**src/rtl/nn_pkg.sv**
```systemverilog
// Shared constants and types for the fully connected MAC layer.
// Holds layer geometry, Q8.8 saturation bounds, index widths and FSM states.
package nn_pkg;

    localparam int DW    = 16;
    localparam int FRAC  = 8;
    localparam int N_IN  = 784;
    localparam int N_OUT = 200;
    localparam int ACC_W = 42;

    // Fixed address/index widths seen on the ports
    localparam int PX_AW = 10;
    localparam int IDX_W = 8;

    // Q8.8 saturation bounds
    localparam int Q_MAX = (1 << (DW - 1)) - 1;
    localparam int Q_MIN = -(1 << (DW - 1));

    typedef enum logic [2:0] {
        S_IDLE,
        S_ISSUE,
        S_DRAIN,
        S_OUT,
        S_DONE
    } state_e;

endpackage

```
**src/rtl/mac_unit.sv**
```systemverilog
// Two-stage signed multiply-accumulate with clear and in-flight tracking.
// Ports: clk, rst (async low), clr_i, valid_i (term issued this cycle),
//        a_i/b_i (operands, valid one cycle after valid_i), empty_o, acc_o.
module mac_unit #(
    parameter int DW    = nn_pkg::DW,
    parameter int ACC_W = nn_pkg::ACC_W
) (
    input  logic             clk,
    input  logic             rst,
    input  logic             clr_i,
    input  logic             valid_i,
    input  logic [DW-1:0]    a_i,
    input  logic [DW-1:0]    b_i,
    output logic             empty_o,
    output logic [ACC_W-1:0] acc_o
);

    // v1: operands present on a_i/b_i this cycle
    // v2: product register holds a term still to be added
    logic                  v1_q;
    logic                  v2_q;
    logic [2*DW-1:0]       prod_q;
    logic [ACC_W-1:0]      acc_q;
    logic [ACC_W-1:0]      prod_ext;

    assign prod_ext = {{(ACC_W - 2*DW){prod_q[2*DW-1]}}, prod_q};

    always_ff @(posedge clk or negedge rst) begin
        if (!rst) begin
            v1_q   <= 1'b0;
            v2_q   <= 1'b0;
            prod_q <= '0;
            acc_q  <= '0;
        end else begin
            v1_q <= valid_i;
            v2_q <= v1_q;
            if (v1_q) begin
                prod_q <= $signed(a_i) * $signed(b_i);
            end
            if (clr_i) begin
                acc_q <= '0;
            end else if (v2_q) begin
                acc_q <= acc_q + prod_ext;
            end
        end
    end

    assign empty_o = !v1_q && !v2_q;
    assign acc_o   = acc_q;

endmodule

```
**src/rtl/mac_layer_stage.sv**
```systemverilog
// Fully connected layer: N_OUT dot products of length N_IN over a weight stream.
// Ports: clk, rst (async low), start, busy, done, w_en/w_data (shift-RAM),
//        px_addr/px_data (input buffer), out_valid/out_ready/out_data/out_idx.
module mac_layer_stage #(
    parameter int N_IN  = nn_pkg::N_IN,
    parameter int N_OUT = nn_pkg::N_OUT,
    parameter int DW    = nn_pkg::DW,
    parameter int FRAC  = nn_pkg::FRAC,
    parameter int ACC_W = nn_pkg::ACC_W,
    parameter int RELU  = 1
) (
    input  logic                      clk,
    input  logic                      rst,
    input  logic                      start,
    output logic                      busy,
    output logic                      done,
    output logic                      w_en,
    input  logic [DW-1:0]             w_data,
    output logic [nn_pkg::PX_AW-1:0]  px_addr,
    input  logic [DW-1:0]             px_data,
    output logic                      out_valid,
    input  logic                      out_ready,
    output logic [DW-1:0]             out_data,
    output logic [nn_pkg::IDX_W-1:0]  out_idx
);

    import nn_pkg::*;

    localparam logic [PX_AW-1:0] I_LAST = PX_AW'(N_IN - 1);
    localparam logic [IDX_W-1:0] N_LAST = IDX_W'(N_OUT - 1);

    localparam logic signed [ACC_W-1:0] SAT_HI = ACC_W'(Q_MAX);
    localparam logic signed [ACC_W-1:0] SAT_LO = ACC_W'(Q_MIN);

    state_e             state_q;
    state_e             state_d;
    logic [PX_AW-1:0]   i_q;
    logic [PX_AW-1:0]   i_d;
    logic [IDX_W-1:0]   n_q;
    logic [IDX_W-1:0]   n_d;
    logic [DW-1:0]      od_q;
    logic [DW-1:0]      od_d;
    logic [IDX_W-1:0]   oi_q;
    logic [IDX_W-1:0]   oi_d;

    logic               mac_clr;
    logic               mac_empty;
    logic [ACC_W-1:0]   acc;
    logic signed [ACC_W-1:0] sh;
    logic [DW-1:0]      res;

    mac_unit #(
        .DW    (DW),
        .ACC_W (ACC_W)
    ) u_mac (
        .clk     (clk),
        .rst     (rst),
        .clr_i   (mac_clr),
        .valid_i (w_en),
        .a_i     (w_data),
        .b_i     (px_data),
        .empty_o (mac_empty),
        .acc_o   (acc)
    );

    // Scale, saturate, then optionally rectify
    always_comb begin
        sh = $signed(acc) >>> FRAC;
        if (sh > SAT_HI) begin
            res = SAT_HI[DW-1:0];
        end else if (sh < SAT_LO) begin
            res = SAT_LO[DW-1:0];
        end else begin
            res = sh[DW-1:0];
        end
        if (RELU != 0 && sh[ACC_W-1]) begin
            res = '0;
        end
    end

    always_comb begin
        state_d = state_q;
        i_d     = i_q;
        n_d     = n_q;
        od_d    = od_q;
        oi_d    = oi_q;
        mac_clr = 1'b0;
        unique case (state_q)
            S_IDLE: begin
                if (start) begin
                    n_d     = '0;
                    i_d     = '0;
                    mac_clr = 1'b1;
                    state_d = S_ISSUE;
                end
            end
            S_ISSUE: begin
                if (i_q == I_LAST) begin
                    i_d     = '0;
                    state_d = S_DRAIN;
                end else begin
                    i_d = i_q + PX_AW'(1);
                end
            end
            S_DRAIN: begin
                if (mac_empty) begin
                    od_d    = res;
                    oi_d    = n_q;
                    state_d = S_OUT;
                end
            end
            S_OUT: begin
                if (out_ready) begin
                    if (n_q == N_LAST) begin
                        state_d = S_DONE;
                    end else begin
                        n_d     = n_q + IDX_W'(1);
                        i_d     = '0;
                        mac_clr = 1'b1;
                        state_d = S_ISSUE;
                    end
                end
            end
            S_DONE: begin
                state_d = S_IDLE;
            end
            default: begin
                state_d = S_IDLE;
            end
        endcase
    end

    always_ff @(posedge clk or negedge rst) begin
        if (!rst) begin
            state_q <= S_IDLE;
            i_q     <= '0;
            n_q     <= '0;
            od_q    <= '0;
            oi_q    <= '0;
        end else begin
            state_q <= state_d;
            i_q     <= i_d;
            n_q     <= n_d;
            od_q    <= od_d;
            oi_q    <= oi_d;
        end
    end

    assign busy      = (state_q != S_IDLE);
    assign done      = (state_q == S_DONE);
    assign w_en      = (state_q == S_ISSUE);
    assign out_valid = (state_q == S_OUT);
    assign px_addr   = i_q;
    assign out_data  = od_q;
    assign out_idx   = oi_q;

endmodule
```
**config.mk**
```make
export PLATFORM = sky130hd
export DESIGN_NAME = mac_layer_stage
export DESIGN_NICKNAME = d
export VERILOG_FILES = /design/src/rtl/nn_pkg.sv /design/src/rtl/mac_unit.sv /design/src/rtl/mac_layer_stage.sv
export SDC_FILE = /design/constraint.sdc
export NUM_CORES = 1
export LEC_CHECK = 0
export CAP_MARGIN = 40
export CORE_UTILIZATION = 30
export CTS_CLUSTER_DIAMETER = 150
export CTS_CLUSTER_SIZE = 10
export DETAILED_ROUTE_END_ITERATION = 8
export GPL_TIMING_DRIVEN = 0
export REMOVE_ABC_BUFFERS = 1
export SYNTH_ARGS = -nofsm -noshare
export SYNTH_HDL_FRONTEND = slang
export SYNTH_SLANG_ARGS = --single-unit
```
**constraint.sdc**
```tcl
create_clock -name clk -period 3.7 [get_ports clk]
set_input_delay 0.74 -clock clk [delete_from_list [all_inputs] [get_ports clk]]
set_output_delay 0.74 -clock clk [all_outputs]
set_load 0.005 [all_outputs]
```
# Word-level counts from Yosys, hierarchy flattened
# Index checks and enable logic that the tools add are counted.
totals:
  reg_bits: 121
  elab_cells: 62
op_classes:
  muxes: 24
  mul: 1
  reduce_logical: 12
  magnitude_cmp: 2
  add_sub_neg: 3
  eq_ne: 11
op_table:
  columns: ["operator", "count"]
  rows:
  - ["two-way mux 42 bit", 2]
  - ["two-way mux 16 bit", 3]
  - ["adder 42 bit", 1]
  - ["two-way mux 10 bit", 4]
  - ["greater-than comparator 34 x 16 -> 1 bit (second input constant)", 1]
  - ["< comparator 34 x 16 -> 1 bit (second input constant)", 1]
  - ["multiplier 16 x 16 -> 32 bit", 1]
  - ["one-hot mux 10 bit (3 select lines)", 1]
  - ["two-way mux 8 bit", 3]
  - ["one-hot mux 8 bit (2 select lines)", 1]
  - ["two-way mux 3 bit", 5]
  - ["one-hot mux 3 bit (4 select lines)", 1]
  - ["AND reduction 4 bit", 3]
  - ["adder 10 x 1 -> 10 bit (second input constant)", 1]
  - ["== test 10 bit (second input constant)", 1]
  - ["adder 8 x 1 -> 8 bit (second input constant)", 1]
  - ["== test 8 bit (second input constant)", 1]
  - ["!= test 2 bit (second input constant)", 4]
  - ["== test 3 x 2 -> 1 bit (second input constant)", 2]
  - ["nonzero test 3 bit", 2]
  - ["nonzero test 2 bit", 2]
  - ["== test 3 x 1 -> 1 bit (second input constant)", 1]
  - ["== test 3 bit (second input constant)", 1]
  - ["logical NOT 3 bit", 1]
  - ["6 further kinds", 9]

# Depth between registers and ports, before layout
# Gate-level depths: netlist (run 1).
depth:
  ltp_word: 5
  depth_mapped: 26

# Hierarchy
# Synthesis (run 1) repeated with hierarchy kept, for this count alone.
hier_totals:
  hier_cells: 1857
  hier_area_um2: 17230.3
by_module_without_submodules:
  columns: ["mod", "area_per_inst_um2", "cells_per_inst", "n_inst"]
  rows:
  - ["mac_unit", 14994.4, 1657, 1]
  - ["mac_layer_stage", 2235.9, 200, 1]

# Worst setup path before layout (run 1)
# Ideal clock, no wire load.
synth_path:
  path_type: "input port to flip-flop"
  startpoint: "input px_data[2]"
  endpoint: "register u_mac.prod_q[31]"
  t_required_ps: 3564
  setup_slack_ps: -2940
  setup_ps: 136
  arrival_time_ps: 6503
  path_stages: 24
  path_buffers: 1
  cell_sequence: "clkbuf_1 nand2_1 inv_1 fa_1 inv_1 fa_1 inv_1 fa_1 fa_1 fa_1 inv_1 fa_1 inv_1 ha_1 a21oi_1 o21bai_1 a21o_1 a21oi_1 o21ai_0 or3b_2 o21ai_0 o21ai_0 xnor2_1 a21oi_1"
synth_via:
  elab_chain_len: 1
synth_rtl:
  columns: ["element", "line", "source"]
  rows:
  - ["start, declared", "mac_layer_stage.sv:20", "input logic [DW-1:0] px_data,"]
  - ["multiplier 16 x 16 -> 32 bit", "mac_unit.sv:38", "prod_q <= $signed(a_i) * $signed(b_i);"]
  - ["end signal, assigned", "mac_unit.sv:38", null]
  - ["end, declared", "mac_unit.sv:22", "logic [2*DW-1:0] prod_q;"]
# Every way passes these cells.
# A chain may end at the register's enable or synchronous reset.

# Final worst setup path (run 1)
layout_path:
  startpoint: "input px_data[6]"
  endpoint: "register u_mac.prod_q[24]"
# The elaborated chain is that of the path after synthesis.

==> flow_metrics.py, run 1 <==
metrics = {
    "route": {
        "detail-route-antenna-nets": 0,
        "drt_first_pass_iters": 5,
        "wl_per_cell_um": 15.1,
        "top_layer": "met4",
        "viasPerCell": 4.76,
        "vias": 13100,
        "dr_wl_met2_mm": 19.9,
        "wl_mm": 41.4,
        "wl_met1_mm": 19.2,
        "drt_iter0_markers": 713,
        "drc": 0,
        "met3_length_mm": 1.61,
    },
    "cts": {
        "cts_hold_buffers": 0,
        "cts.sinks": 121,
        "clk_latency_ns": 0.41,
        "cts_root_buf": "clkbuf_16",
        "clk_pin_slew_worst_paths_ns": 0.05,
        "cts_tree": "built",
        "cts-htree-levels": 4,
        "clock_path_buffers": 2,
        "cts_buffers": 17,
    },
    "synth": {
        "synthFlopType": "dfrtp_1",
        "synth_warnings": 0,
        "synth_edf_count": 0,
        "synth.distinct_cells": 65,
        "avgSynthCellArea_um2": 9.08,
        "synthCells": 1888,
        "ys_seq_area_frac": 0.177,
        "synth_area_um2": 17100,
        "async_flop_share": 1.00,
        "synth-seq-cells": 121,
    },
    "finish": {
        "drive_gt1_frac": 0.182,
        "area_delta_synth_final_pct": 22.3,
        "fin_cells": 2749,
        "fin_nets": 2404,
        "antenna_cells": 0,
    },
    "placement": {
        "dpl.hpwl_mm": 31.6,
        "dp_cells": 2650,
        "port_buffers": 73,
        "gp_congestion": 0.860,
    },
    "timing": {
        "fin_ws_ns": -2.20,
        "relSlewSlack": 0.424,
        "setup_tns_ns": -43.32,
        "hold_viol": 0,
        "setup_viol": 26,
        "max_freq_mhz": 169,
        "period_needed_ns": 5.90,
        "clock_skew_ns": 0.00949,
        "final_max_slew_viol_count": 0,
        "period_share": 1.59,
        "rsz0062_at_grt": "yes",
        "tightest_slew_ns": 0.864,
    },
    "setup_path": {
        "critical_path_arrival_ns": 6.20,
        "r2r_slack_ns": 0.26,
        "cp-end-kind": "flop",
        "path_class": "input port to flop",
        "timing.rr.start": "u_mac.acc_o[0]$_DFFE_PN0P_",
        "critPathLaunchType": "input port",
        "ff2ff_path_depth": 12,
        "critPathRequiredTime_ns": 4.00,
        "cp_max_fo": 8,
        "timing.rr.end": "u_mac.acc_o[30]$_DFFE_PN0P_",
    },
    "global_route": {
        "grt_max_degree": 64,
        "grt_pass1_wl_mm": 70.3,
        "antenna_found_initial": 0,
        "grt_overflow": 0,
        "grt_pass1_vias": 13900,
        "track_usage": 0.149,
    },
    "run": {
        "max_cap_viol_count": 0,
    },
    "hold_path": {
        "hp-class": "input port to async pin",
    },
    "status": {
        "outcome": "complete, but fails checks",
        "violations": "negative setup slack",
    },
    "floorplanning": {
        "initial_core_util": 0.304,
        "dieArea_um2": 58100,
        "core-area_um2": 56400,
        "fp.dieW_um": 241,
        "die_h_um": 241,
        "io_pins": 74,
        "fp-row-count": 87,
    },
}
-- cell usage after synthesis, types with 26 or more instances --
| cell | count | area, um2 |
|---|---|---|
| a21o_1 | 29 | 218 |
| a21oi_1 | 88 | 440 |
| and2_1 | 130 | 813 |
| clkbuf_1 | 68 | 255 |
| dfrtp_1 | 121 | 3030 |
| fa_1 | 263 | 5270 |
| ha_1 | 125 | 1560 |
| inv_1 | 354 | 1330 |
| mux2_2 | 31 | 349 |
| mux2i_1 | 26 | 260 |
| nand2_1 | 178 | 668 |
| nor2_1 | 121 | 454 |
| o21ai_0 | 58 | 290 |
| xnor2_1 | 50 | 438 |
-- what timing repair did --
action / 4_1_cts / 5_1_grt
setup endpoints to repair: 30 / 29
cloned: 3 / 0
gates resized for setup: 444 / 59
buffers inserted: 61 / 7
pin swaps: 171 / 58
-- state kept, by name, indices dropped and copies added, names as in the netlist --
register,cells
u_mac.v1_q,1
u_mac.acc_o,42
out_idx,8
out_data,16
u_mac.prod_q,32
state_q,3
n_q,8
px_addr,10
u_mac.v2_q,1
-- stage by stage --
step / cell area (um2) / util / hold slack [ns] / setup WS, ns
after CTS: 20700 / 0.367 / 0.318 / -2.12
after detailed placement: 18700 / 0.331 / 0.468 / -4.34
final: 21000 / 0.372 / 0.304 / -2.20
after global placement: 18600 / 0.329 / 0.465 / -4.33
after global routing: 21000 / 0.372 / 0.346 / -2.35
after floorplan: 16900 / - / 0.444 / -2.81
-- cell type report --
type / instances / area (um2)
Clock buffer: 21 / 470
Clock inverter: 11 / 145
Fill cell: 5649 / 35400
Inverter: 356 / 1340
Multi-Input combinational cell: 1339 / 13400
Sequential cell: 121 / 3030
Tap cell: 756 / 946
Timing Repair Buffer: 145 / 1650
-- worst max path at each step --
stage               start                      endpoint
6_report       px_data[6]  u_mac.prod_q[24]$_DFFE_PN0P_
5_1_grt        px_data[6]  u_mac.prod_q[24]$_DFFE_PN0P_
4_1_cts         w_data[6]  u_mac.prod_q[24]$_DFFE_PN0P_
3_5_place_dp   px_data[1]  u_mac.prod_q[31]$_DFFE_PN0P_
3_3_place_gp   px_data[1]  u_mac.prod_q[31]$_DFFE_PN0P_
2_1_floorplan  w_data[15]  u_mac.prod_q[31]$_DFFE_PN0P_
-- worst max-delay path: stages --
cell       delay, ns
buf_12          0.12
and2_4          0.14
fa_1            0.55
inv_2           0.05
fa_1            0.46
inv_1           0.08
ha_2            0.17
inv_2           0.04
fa_1            0.52
inv_1           0.05
fa_1            0.48
inv_1           0.05
fa_1            0.49
inv_2           0.05
ha_4            0.26
buf_4           0.13
o21a_1          0.17
o2111ai_2       0.18
o21ai_2         0.20
a31o_4          0.19
a41o_1          0.26
nor3_4          0.07
o41ai_2         0.37
xor2_1          0.12
mux2_4          0.26
-- layer usage --
| metal | global-route usage | up-vias |
|---|---|---|
| met1 | 0.199 | 6552 |
| met5 | 0 | - |
| met3 | 0.0170 | 54 |
| li1 | - | 6189 |
| met2 | 0.256 | 280 |
| met4 | 0.0362 | 0 |
-- layout by cell type (no fill, tap or decap), drive strengths merged, types with 40 or more instances in the layout --
master           n
a21oi           89
and2           130
buf            104
clkdlybuf4s50   40
dfrtp          121
fa             263
ha             125
inv            353
nand2          178
nor2           121
o21ai           61
xnor2           50
-- kinds of logic (layout without fill, tap and decap cells) --
kind of cell | count (synthesis) | count (layout) | synth area share
AOI/OAI and AO/OA | 275 | 275 | 0.104
muxes | 57 | 57 | 0.0355
buffers and inverters | 428 | 533 | 0.0937
DFF | 121 | 121 | 0.177
and+or+nand+nor | 546 | 546 | 0.155
xor gates and xnor gates | 73 | 73 | 0.0373
adders and majority gates | 388 | 388 | 0.398
Power of run 1 is left out: the tool's default activity adds up to more than one toggle a clock period on the data nets, which glitch-free logic cannot reach.
==> inputs of run 2 (changes only) <==
ABC_CLOCK_PERIOD_IN_PS = 3700   (was unset)
==> results of run 2 <==
No change in the layout: final DEF, timing and power equal those of run 1.
Power of run 2 is left out for the same reason.
